## config.mk

```make
export PLATFORM = sky130hd
export DESIGN_NAME = serializador_valid_4b
export DESIGN_NICKNAME = d
export VERILOG_FILES = /design/src/rtl/serializador_valid_4b.sv
export SDC_FILE = /design/constraint.sdc
export NUM_CORES = 1
export LEC_CHECK = 0
export ABC_CLOCK_PERIOD_IN_PS = 2100
export BUFFER_PORTS_ARGS = -buffer_cell sky130_fd_sc_hd__buf_2
export CAP_MARGIN = 20
export CORE_AREA = 2 2 39 41
export CTS_BUF_LIST = sky130_fd_sc_hd__clkbuf_8
export CTS_CLUSTER_DIAMETER = 100
export DETAILED_ROUTE_END_ITERATION = 8
export DIE_AREA = 0 0 41 43
export HOLD_SLACK_MARGIN = 0.06
export PLACE_DENSITY = 0.66
export SLEW_MARGIN = 40
export SYNTH_ARGS = -nofsm -noshare
export SYNTH_HDL_FRONTEND = slang
export SYNTH_SLANG_ARGS = --single-unit
```

## constraint.sdc

```tcl
create_clock -name clk -period 2.1 [get_ports clk]
set_input_delay 0.315 -clock clk [delete_from_list [all_inputs] [get_ports clk]]
set_output_delay 0.315 -clock clk [all_outputs]
set_load 0.05 [all_outputs]
```

## src/rtl/serializador_valid_4b.sv

```systemverilog
// serializador_valid_4b: MSB-first serializer with one-word hold buffer, idle fill and sticky overflow
module serializador_valid_4b #(
  parameter int WIDTH = 4,
  parameter logic [WIDTH-1:0] IDLE_WORD = 4'b1100
) (
  input  logic             clk,
  input  logic             reset,
  input  logic [WIDTH-1:0] data_in,
  input  logic             valid_in,
  output logic             ready,
  output logic             data_out,
  output logic             valid_out,
  output logic             overflow
);
  localparam int CW = (WIDTH > 1) ? $clog2(WIDTH) : 1;
  typedef enum logic {IDLE, DATA} state_t;
  logic [WIDTH-1:0] sr_q, sr_d, hr_q, hr_d;
  logic [CW-1:0] cnt_q, cnt_d;
  logic hold_full_q, hold_full_d, overflow_q, overflow_d;
  state_t state_q, state_d;
  logic accept, boundary, bypass;
  assign ready     = !reset && !hold_full_q;
  assign accept    = valid_in && ready;
  assign boundary  = cnt_q == CW'(WIDTH - 1);
  // a word accepted at a boundary with an empty hold skips HR and loads SR directly
  assign bypass    = boundary && !hold_full_q && accept;
  assign data_out  = sr_q[WIDTH-1];
  assign valid_out = state_q == DATA;
  assign overflow  = overflow_q;
  always_comb begin
    sr_d        = !boundary ? {sr_q[WIDTH-2:0], 1'b0} : hold_full_q ? hr_q : accept ? data_in : IDLE_WORD;
    cnt_d       = boundary ? '0 : cnt_q + CW'(1);
    hr_d        = (accept && !bypass) ? data_in : hr_q;
    hold_full_d = boundary ? (hold_full_q && accept) : (hold_full_q || accept);
    state_d     = !boundary ? state_q : (hold_full_q || accept) ? DATA : IDLE;
    overflow_d  = overflow_q || (valid_in && !ready && !reset);
  end
  always_ff @(posedge clk) begin
    if (reset) begin
      sr_q        <= '0;
      cnt_q       <= CW'(WIDTH - 1);
      hr_q        <= '0;
      hold_full_q <= 1'b0;
      state_q     <= IDLE;
      overflow_q  <= 1'b0;
    end else begin
      sr_q        <= sr_d;
      cnt_q       <= cnt_d;
      hr_q        <= hr_d;
      hold_full_q <= hold_full_d;
      state_q     <= state_d;
      overflow_q  <= overflow_d;
    end
  end
endmodule

```

==> impl_metrics.yaml <==
sta:
  hold_viol_final: 0
  worstMarginPinSlew_ns: 0.480
  skew_ns: 0.00289
  fin_crit_ns: 1.48
  fin_crit_sh_pct: 70.4
  max_clock_freq_mhz: 677
  rsz0062_at_grt: "no"
  max-slew-margin-rel_pct: 68.0
  tns_ns: 0
  finalSetupViolations: 0
  drv_slew: 0
clock_network:
  cts_setup_buffers: 0
  htree_levels: 1
  clk_path_buf_depth: 2
  cts_buffers: 3
  clk_pin_slew_worst_paths_ns: 0.06
  clk_latency_ns: 0.24
  clock_sinks: 13
  cts.root.buffer_cell: "clkbuf_8"
  holdBufCountCts: 0
  cts_tree: "yes"
  cts-resized-gates: 0
layout:
  regArea_um2: 260
  drive_gt1_share_pct: 28.8
  fill_cells: 141
  nNetsFinal: 75
  stdcell_count: 82
  design_area_um2: 676
  multi_input_area_um2: 300
  area_growth_pct: 14.4
  n_antenna_cell: 0
min_path:
  hold_path.class: "input port to flop"
detailed_routing:
  routed.top_layer: "met4"
  drc: 0
  drtIter0Drc: 6
  wl_met1_um: 462
  wl_met3_um: 32
  post_drt_wl_per_cell_um: 11.5
  finalWirelength_um: 939
  vias: 387
  first_pass_iters: 2
  drt-vias-per-instance: 4.72
  ant_nets: 0
  dr_wl_met2_um: 426
logic_synthesis:
  syn_nets: 63
  ys_seq_area_share_pct: 44.1
  async_reset_ff_share_pct: 0
  ys_types: 21
  ys_warn_count: 0
  syn_inst: 55
  synth_edf_count: 0
  synth_area_per_cell_um2: 10.7
  synth_top_flop_cell: "dfxtp_1"
  syn-cell-area_um2: 591
  ys_seq_elements: 13
placement:
  place.gp.congestion: 0.684
  io_buffers: 10
  hpwl_um: 651
  place_inst: 78
  dpl_cell_area_um2: 631
pwr:
  leakage_nw: 0.272
  clkPwrFrac_pct: 34.4
  powerDensity_nw_per_um2: 922
  sequentialPowerShare_pct: 46.1
  p_int_mw: 0.451
  switching_share_pct: 27.7
  pwr-share-comb_pct: 19.5
  ir_worst_vdd_mv: 0.415
  switchingPower_mw: 0.172
grt:
  grt_max_degree: 19
  grt_use_total_pct: 14.3
  grt_pass1_vias: 380
  grt_overflow: 0
  antenna_found_initial: 0
  grt_first_pass_wirelength_mm: 1.64
die:
  die_y_um: 43
  dieArea_um2: 1760
  start_util_pct: 42.7
  ios: 11
  core_um2: 1380
  rows: 14
  die_w_um: 41
setup_path:
  critPathKind: "flop to primary output"
  worstPathMaxFanout: 12
  cp_data_required_time_ns: 1.78
  cp.arrival_ns: 1.16
  endpoint_kind: "primary output"
  cp-start-kind: "flop"
flow_run:
  maxCapViolations: 0
outcome:
  run_status: "finished, final reports clean"
cell usage after synthesis (2+ instances only):
| library cell | number | area, um2 |
|---|---|---|
| mux2i_1 | 4 | 40.0 |
| nand3b_1 | 2 | 15.0 |
| nor3b_2 | 2 | 25.0 |
| nor2b_1 | 2 | 12.5 |
| nand2b_1 | 7 | 43.8 |
| nand2_1 | 2 | 7.51 |
| a21oi_1 | 2 | 10.0 |
| or2b_1 | 4 | 30.0 |
| buf_6 | 2 | 22.5 |
| dfxtp_1 | 13 | 260 |
| nor2_1 | 5 | 18.8 |
worst paths after layout:
check	start	end	slack, ns	cells past startpoint
setup / recovery	hold_full_q	ready	0.62	2
hold / removal	data_in[1]	hr_q[1]	0.35	3
setup reg to reg	cnt_q[0]	sr_q[3]	0.82	3
hold reg to reg	cnt_q[0]	cnt_q[0]	0.44	1
kinds of logic after synthesis:
logic type | Yosys count | synth area share (%)
DFF | 13 | 44.1
and+or+nand+nor | 27 | 30.9
adders and majority gates | 1 | 2.12
muxes | 4 | 6.78
AOI/OAI and AO/OA | 7 | 11.0
buffers and inverters | 3 | 5.08
stage by stage:
| step | utilization [%] | setup WS (ns) | power (mW) | hold slack (ns) |
|---|---|---|---|---|
| 2_1_floorplan | - | 0.658 | 0.397 | 0.413 |
| 4_1_cts | 48.8 | 0.594 | 0.633 | 0.350 |
| 3_3_place_gp | 45.6 | 0.821 | 0.415 | 0.422 |
| 6_report | 48.8 | 0.622 | 0.623 | 0.352 |
| 5_1_grt | 48.8 | 0.544 | 0.654 | 0.379 |
| 3_5_place_dp | 45.6 | 0.821 | 0.415 | 0.430 |
registers in the layout, summed over array words and instances, names as in the netlist:
| signal | count |
|---|---|
| cnt_q | 2 |
| valid_out | 1 |
| sr_q | 4 |
| overflow | 1 |
| hr_q | 4 |
| hold_full_q | 1 |
cell usage in the layout, fill, tap and decap left out:
cell      count
nand3b_1      2
a21oi_1       2
clkbuf_8      3
nand2b_1      7
ha_1          1
o32ai_1       1
or2b_1        4
o32ai_2       1
nor3b_2       2
a211oi_1      1
nor2b_1       2
inv_1         1
nor3b_4       1
nor2_1        5
a311oi_2      1
o21bai_1      1
buf_2        10
mux2i_1       4
nand2_1       2
dfxtp_1      13
nor3_1        1
or2_2         1
power groups by stage:
| stage | Sequential, mW | Clock (mW) | Combinational [mW] |
|---|---|---|---|
| 2_1_floorplan | 0.310 | 0 | 0.0861 |
| 3_3_place_gp | 0.293 | 0 | 0.122 |
| 3_5_place_dp | 0.293 | 0 | 0.122 |
| 4_1_cts | 0.288 | 0.222 | 0.123 |
| 5_1_grt | 0.291 | 0.230 | 0.133 |
| 6_report | 0.287 | 0.214 | 0.121 |
worst max-delay path, cell delays in order (launching register included):
cell	delay, ns
dfxtp_1	0.61
nor2_1	0.09
buf_2	0.22
layer usage:
layer | vias up | global-route usage, %
li1 | 209 | -
met1 | 172 | 19.7
met2 | 4 | 17.8
met3 | 2 | 3.14
met4 | 0 | 12.0
met5 | - | 0
layout make-up:
type	instances	share of cell area [%]
Timing Repair Buffer	10	7.41
Sequential cell	13	38.5
Clock buffer	3	6.11
Multi-Input combinational cell	39	44.4
Clock inverter	1	0.556
Tap cell	16	2.96
(Power assumes the default switching activity.)
